File: config.mk
export PLATFORM = sky130hd
export DESIGN_NAME = fitbit_step_tracker
export DESIGN_NICKNAME = d
export VERILOG_FILES = /design/src/rtl/fitbit_pkg.sv /design/src/rtl/pulse_sync_edge.sv /design/src/rtl/fitbit_step_tracker.sv
export SDC_FILE = /design/constraint.sdc
export NUM_CORES = 1
export LEC_CHECK = 0
export CAP_MARGIN = 10
export CORE_UTILIZATION = 41
export DETAILED_ROUTE_END_ITERATION = 10
export GPL_TIMING_DRIVEN = 0
export SLEW_MARGIN = 20
export SYNTH_ARGS = -nofsm -noshare
export SYNTH_HDL_FRONTEND = slang
export SYNTH_SLANG_ARGS = --single-unit
File: constraint.sdc
create_clock -name CLK -period 7.3 [get_ports CLK]
set_input_delay 1.46 -clock CLK [delete_from_list [all_inputs] [get_ports CLK]]
set_output_delay 1.46 -clock CLK [all_outputs]
set_load 0.01 [all_outputs]
File: src/rtl/fitbit_pkg.sv
`default_nettype none
// ============================================================================
// Package     : fitbit_pkg
// Description : Shared constants and types for the step tracker: the
//               high-activity FSM state type, saturation limits, and the
//               default thresholds and tick rate shared with the pulse
//               generator.
// Revision    : 1.0 - initial release
// ============================================================================
package fitbit_pkg;

    localparam int CLK_HZ_DEFAULT       = 100_000_000;
    localparam int STEPS_PER_HM_DEFAULT = 1024;
    localparam int OVER_THRESH_DEFAULT  = 32;
    localparam int HIGH_THRESH_DEFAULT  = 64;
    localparam int HIGH_MIN_RUN_DEFAULT = 60;

    localparam int STEP_MAX      = 9999;
    localparam int EARLY_WINDOW  = 9;

    typedef enum logic [1:0] {
        HS_IDLE      = 2'd0,
        HS_CANDIDATE = 2'd1,
        HS_ACTIVE    = 2'd2
    } hs_state_e;

endpackage
`default_nettype wire

File: src/rtl/pulse_sync_edge.sv
`default_nettype none
// ============================================================================
// Module      : pulse_sync_edge
// Description : Brings the asynchronous step pulse into the clock domain with
//               a two-flop synchroniser and flags each rising edge.
// Ports       : clk_i   - system clock
//               rst_ni  - asynchronous active-low reset
//               pulse_i - raw step pulse, asynchronous to clk_i
//               rise_o  - one-cycle strobe per synchronised rising edge
// Revision    : 1.0 - initial release
// ============================================================================
module pulse_sync_edge (
    input  logic clk_i,
    input  logic rst_ni,
    input  logic pulse_i,
    output logic rise_o
);

    logic sync1_q;
    logic sync2_q;
    logic prev_q;

    always_ff @(posedge clk_i or negedge rst_ni) begin
        if (!rst_ni) begin
            sync1_q <= 1'b0;
            sync2_q <= 1'b0;
            prev_q  <= 1'b0;
        end else begin
            sync1_q <= pulse_i;
            sync2_q <= sync1_q;
            prev_q  <= sync2_q;
        end
    end

    assign rise_o = sync2_q & ~prev_q;

endmodule
`default_nettype wire

File: src/rtl/fitbit_step_tracker.sv
`default_nettype none
// ============================================================================
// Module      : fitbit_step_tracker
// Description : Counts step pulses and derives total steps, distance,
//               early-activity seconds and sustained high-activity time.
// Ports       : CLK        - system clock
//               RESET_N    - asynchronous active-low reset
//               START      - 1 = tracking enabled, 0 = statistics frozen
//               PULSES     - step pulse, asynchronous to CLK
//               STEP_COUNT - total steps, saturating at 9999
//               DIST_HM    - distance in half-miles
//               EARLY_SECS - seconds among 1..9 above OVER_THRESH steps
//               HIGH_SECS  - credited high-activity seconds, saturating
//               SEC_TICK   - one-cycle strobe at each second boundary
// Revision    : 1.0 - initial release
// ============================================================================
module fitbit_step_tracker
    import fitbit_pkg::*;
#(
    parameter int CLK_HZ       = CLK_HZ_DEFAULT,
    parameter int STEPS_PER_HM = STEPS_PER_HM_DEFAULT,
    parameter int OVER_THRESH  = OVER_THRESH_DEFAULT,
    parameter int HIGH_THRESH  = HIGH_THRESH_DEFAULT,
    parameter int HIGH_MIN_RUN = HIGH_MIN_RUN_DEFAULT
) (
    input  logic        CLK,
    input  logic        RESET_N,
    input  logic        START,
    input  logic        PULSES,
    output logic [13:0] STEP_COUNT,
    output logic [3:0]  DIST_HM,
    output logic [3:0]  EARLY_SECS,
    output logic [15:0] HIGH_SECS,
    output logic        SEC_TICK
);

    localparam int              TW           = (CLK_HZ > 1) ? $clog2(CLK_HZ) : 1;
    localparam logic [TW-1:0]   TIMER_LAST   = TW'(CLK_HZ - 1);
    localparam int              HM_SHIFT     = $clog2(STEPS_PER_HM);
    localparam logic [13:0]     STEP_MAX_W   = 14'(STEP_MAX);
    localparam logic [7:0]      OVER_W       = 8'(OVER_THRESH);
    localparam logic [7:0]      HIGH_W       = 8'(HIGH_THRESH);
    localparam logic [6:0]      MIN_RUN_W    = 7'(HIGH_MIN_RUN);
    localparam logic [15:0]     MIN_CREDIT_W = 16'(HIGH_MIN_RUN);
    localparam logic [3:0]      EARLY_LAST_W = 4'(EARLY_WINDOW);

    logic            rise_w;
    logic            step_w;
    logic            tick_w;
    logic [7:0]      rate_w;
    logic [15:0]     credit_w;
    logic [16:0]     high_sum_w;

    logic [TW-1:0]   timer_q,      timer_d;
    logic [7:0]      sec_steps_q,  sec_steps_d;
    logic [3:0]      elapsed_q,    elapsed_d;
    logic [13:0]     step_count_q, step_count_d;
    logic [3:0]      early_q,      early_d;
    logic [15:0]     high_q,       high_d;
    logic [6:0]      run_q,        run_d;
    hs_state_e       state_q,      state_d;

    pulse_sync_edge u_sync (
        .clk_i   (CLK),
        .rst_ni  (RESET_N),
        .pulse_i (PULSES),
        .rise_o  (rise_w)
    );

    assign step_w = rise_w & START;
    assign tick_w = START & (timer_q == TIMER_LAST);

    // A step landing on the tick cycle still belongs to the closing second.
    assign rate_w = (step_w && (sec_steps_q != 8'hFF)) ? sec_steps_q + 8'd1 : sec_steps_q;

    always_comb begin
        timer_d      = timer_q;
        sec_steps_d  = sec_steps_q;
        elapsed_d    = elapsed_q;
        step_count_d = step_count_q;
        early_d      = early_q;
        run_d        = run_q;
        state_d      = state_q;
        credit_w     = 16'd0;

        if (!START) begin
            timer_d     = '0;
            sec_steps_d = 8'd0;
            run_d       = 7'd0;
            state_d     = HS_IDLE;
        end else begin
            if (step_w && (step_count_q != STEP_MAX_W)) begin
                step_count_d = step_count_q + 14'd1;
            end

            if (tick_w) begin
                timer_d     = '0;
                sec_steps_d = 8'd0;
                if (elapsed_q != 4'hF) begin
                    elapsed_d = elapsed_q + 4'd1;
                end
                // elapsed_q < 9 means the second just closed is one of 1..9.
                if ((elapsed_q < EARLY_LAST_W) && (rate_w > OVER_W)) begin
                    early_d = early_q + 4'd1;
                end

                case (state_q)
                    HS_IDLE: begin
                        if (rate_w >= HIGH_W) begin
                            state_d = HS_CANDIDATE;
                            run_d   = 7'd1;
                        end
                    end
                    HS_CANDIDATE: begin
                        if (rate_w >= HIGH_W) begin
                            run_d = run_q + 7'd1;
                            // The whole qualifying run is credited at once.
                            if ((run_q + 7'd1) == MIN_RUN_W) begin
                                state_d  = HS_ACTIVE;
                                credit_w = MIN_CREDIT_W;
                            end
                        end else begin
                            state_d = HS_IDLE;
                            run_d   = 7'd0;
                        end
                    end
                    HS_ACTIVE: begin
                        if (rate_w >= HIGH_W) begin
                            credit_w = 16'd1;
                        end else begin
                            state_d = HS_IDLE;
                            run_d   = 7'd0;
                        end
                    end
                    default: begin
                        state_d = HS_IDLE;
                        run_d   = 7'd0;
                    end
                endcase
            end else begin
                timer_d     = timer_q + TW'(1);
                sec_steps_d = rate_w;
            end
        end

        high_sum_w = {1'b0, high_q} + {1'b0, credit_w};
        high_d     = high_sum_w[16] ? 16'hFFFF : high_sum_w[15:0];
    end

    always_ff @(posedge CLK or negedge RESET_N) begin
        if (!RESET_N) begin
            timer_q      <= '0;
            sec_steps_q  <= 8'd0;
            elapsed_q    <= 4'd0;
            step_count_q <= 14'd0;
            early_q      <= 4'd0;
            high_q       <= 16'd0;
            run_q        <= 7'd0;
            state_q      <= HS_IDLE;
        end else begin
            timer_q      <= timer_d;
            sec_steps_q  <= sec_steps_d;
            elapsed_q    <= elapsed_d;
            step_count_q <= step_count_d;
            early_q      <= early_d;
            high_q       <= high_d;
            run_q        <= run_d;
            state_q      <= state_d;
        end
    end

    assign STEP_COUNT = step_count_q;
    assign DIST_HM    = 4'(step_count_q >> HM_SHIFT);
    assign EARLY_SECS = early_q;
    assign HIGH_SECS  = high_q;
    assign SEC_TICK   = tick_w;

endmodule
`default_nettype wire

==> impl_metrics.csv <==
group,metric,value,unit
logic_synthesis,ys_seq_area_share,47.35,%
setup_path,crit_fanout,10,
logic_synthesis,yosysWarnings,0,
timing,period_share,76.15,%
drt,ant_nets,0,
power_and_ir_drop,p_sw,0.2311,mW
clock_network,cts_setup_buffers,0,
placed_design,dp_hpwl,6.388,mm
floorplan,dieArea,11380,um2
worst_hold_path,min_path_type,"reg2reg",
timing,slew_viol_final,0,
flow_run,cap_violations,0,
placed_design,gp_congestion,0.8234,
logic_synthesis,synthTopCellsByArea,"dfrtp_1, xnor2_1, ha_1",
power_and_ir_drop,ir_drop,0.07424,mV
floorplan,fp.dieW,106.7,um
setup_path,crit_slowest_cell,"clkdlybuf4s50_1",
setup_path,critPathCaptureType,"primary output",
global_route,grtUsageTotal,17.16,%
floorplan,core,10460,um2
setup_path,slowest_delay,680,ps
logic_synthesis,synth.net_count,481,
setup_path,crit_top_cell,"clkdlybuf4s50_1",
drt,via_per_inst,5.266,
power_and_ir_drop,p_seq_share,56.9,%
timing,fin_crit,5559,ps
drt,drc,0,
timing,setup_slack,1741,ps
setup_path,start_kind,"input port",
global_route,grt_pass1_wl,15.65,mm
cells_and_area,drive_gt1_share,7.514,%
global_route,first_global_vias,3382,
timing,slew_headroom,24.36,%
timing,hold_viol_final,0,
floorplan,rows,37,
logic_synthesis,ys_seq_elements,85,
clock_network,clockBufferDepth,2,
run_status,run_status,"finished, final reports clean",
power_and_ir_drop,p_leak,2.300,nW
clock_network,cts_root_buf,"clkbuf_8",
timing,rsz0062_at_grt,"false",
clock_network,clk-insertion-delay-late,360,ps
clock_network,cts_num_sinks,85,
clock_network,cts_buffers,9,
setup_path,crit_arrival,4100,ps
setup_path,critPathBufInv,5,
logic_synthesis,synth_area,4492,um2
clock_network,clk_pin_slew,80,ps
floorplan,die_h,106.7,um
power_and_ir_drop,power.density,168.7,nW/um2
power_and_ir_drop,power.share.clock,34.5,%
cells_and_area,syn2layout_area_growth,17.49,%
power_and_ir_drop,internal_power,0.6591,mW
logic_synthesis,ys.flop_type,"dfrtp_1",
clock_network,cts_hold_buf,0,
global_route,antenna_found_initial,0,
drt,finalWirelength,9.072,mm
placed_design,post-place-ws,1457,ps
logic_synthesis,synthArstFlopShare,100.0,%
power_and_ir_drop,combPwrFrac,8.6,%
setup_path,cp_cell_sequence,"clkdlybuf4s50_1, clkinv_1, or4_1, buf_2, inv_1, clkdlybuf4s50_1",
timing,fin_setup_tns,0,ps
clock_network,cts_max_level,3,
clock_network,cts-resized-gates,0,
global_route,grt_max_degree,49,
logic_synthesis,yosys.area.top_type,"dfrtp_1",
logic_synthesis,synth_top_area_share,47.35,%
global_route,grt-ovfl-total,0,
setup_path,crit_required,5840,ps
timing,skew,14.70,ps
logic_synthesis,synth-edff-count,0,
clock_network,cts_tree,"yes",
drt,dr.first_iter.drc_count,105,
floorplan,initial_core_util,42.93,%
timing,fmax,0.1799,GHz
logic_synthesis,yosys.cell_types.count,54,
logic_synthesis,avgSynthCellArea,9.765,um2
setup_path,crit_family,"buffers and inverters",
cells_and_area,final_nets,535,
placed_design,port_buffers,42,
cells_and_area,diodes,0,
timing,setup_violations,0,
drt,via_count,3449,
drt,wl_per_cell,13.85,um
logic_synthesis,syn-instance-count,460,
setup_path,criticalPathCategory,"in2out",
drt,firstDrtPassIters,4,
timing,worstMarginPinSlew,1128,ps
floorplan,io_pins,43,
power_and_ir_drop,swShare,25.96,%
registers in the layout, summed over array words and instances, names as in the netlist:
register,count
EARLY_SECS,4
HIGH_SECS,16
STEP_COUNT,14
elapsed_q,4
run_q,7
sec_steps_q,8
state_q,2
timer_q,27
u_sync.prev_q,1
u_sync.sync1_q,1
u_sync.sync2_q,1
power by group through the flow:
| stage | Combinational, mW | Clock (mW) | Sequential [mW] |
|---|---|---|---|
| after floorplan | 0.0276 | 0 | 0.519 |
| after global placement | 0.0764 | 0 | 0.515 |
| after detailed placement | 0.0799 | 0 | 0.516 |
| after CTS | 0.0799 | 0.317 | 0.506 |
| after global routing | 0.0852 | 0.336 | 0.509 |
| final | 0.0770 | 0.307 | 0.506 |
logic make-up after synthesis:
kind of cell	share of synthesized area [%]
DFF	47.35
xor gates and xnor gates	10.72
AOI/OAI and AO/OA	9.972
and+or+nand+nor	22.23
adders and majority gates	4.735
buffers and inverters	2.952
muxes	2.033
cell usage after synthesis, types with 4 or more instances:
cell type  instances
nor3_1            15
o21ai_0           13
a21o_1             4
xor2_1            23
or3_1              4
a21oi_1           15
clkbuf_1           9
xnor2_1           32
mux2_2             5
nand2_1           44
a211oi_1           7
dfrtp_1           85
ha_1              17
inv_1             15
nor2_1            51
and3_1            14
nand4_1           14
buf_4              4
nand3_1           24
nand2b_1           7
stage by stage:
| stage | hold slack [ps] | util, % | area, um2 | cells | total power, mW |
|---|---|---|---|---|---|
| floorplan | 331.2 | - | 4492 | 460 | 0.5462 |
| global placement | 342.7 | 48.58 | 5082 | 638 | 0.5914 |
| detailed placement | 345.7 | 48.74 | 5100 | 639 | 0.5955 |
| CTS | 366.2 | 50.44 | 5278 | 655 | 0.9031 |
| global route | 386.5 | 50.44 | 5278 | 655 | 0.9300 |
| finish | 367.8 | 50.44 | 5278 | 655 | 0.8902 |
area by class of cell:
class                           instances  area, um2
Fill cell                            1008       5185
Multi-Input combinational cell        344       2232
Sequential cell                        85       2127
Timing Repair Buffer                   43      437.9
Tap cell                              136      170.2
Clock buffer                           11      141.4
Buffer                                 15      72.57
Inverter                               16      60.06
Clock inverter                          5      36.28
layout by cell type, fill, tap and decap left out, types with 5 or more instances in the layout:
master and n:
o21ai_0 13, nand2b_1 7, xor2_1 23, nor2_1 51, clkbuf_8 10, a21oi_1 15, a211oi_1 7, clkbuf_1 10
ha_1 17, dfrtp_1 85, clkdlybuf4s50_1 41, buf_4 5, and3_1 14, nand4_1 14, nand3_1 24, mux2_2 5
xnor2_1 32, inv_1 15, nand2_1 44, nor3_1 15
layer usage:
layer  vias up  part of all wire [%]  global-route usage [%]
met3        11                   2.8                   2.736
met1      1673                    50                   23.64
met2        51                    45                   26.91
met5         -                     0                       0
li1       1714                     -                       -
met4         0                   1.7                   7.045
worst paths after layout:
path / to / slack [ps] / cells after the start / start
worst max-delay path: SEC_TICK / 1740 / 6 / START
worst min-delay path: u_sync.sync2_q$_DFF_PN0_ / 370 / 0 / u_sync.sync1_q$_DFF_PN0_
worst max register to register: HIGH_SECS[7]$_DFF_PN0_ / 2750 / 13 / timer_q[11]$_DFF_PN0_
worst min register to register: u_sync.sync2_q$_DFF_PN0_ / 370 / 0 / u_sync.sync1_q$_DFF_PN0_
max in group asynchronous: timer_q[11]$_DFF_PN0_ / 5560 / 2 / RESET_N
min in group asynchronous: sec_steps_q[3]$_DFF_PN0_ / 1110 / 1 / RESET_N
Note: power is estimated with default switching activity, not from simulation.
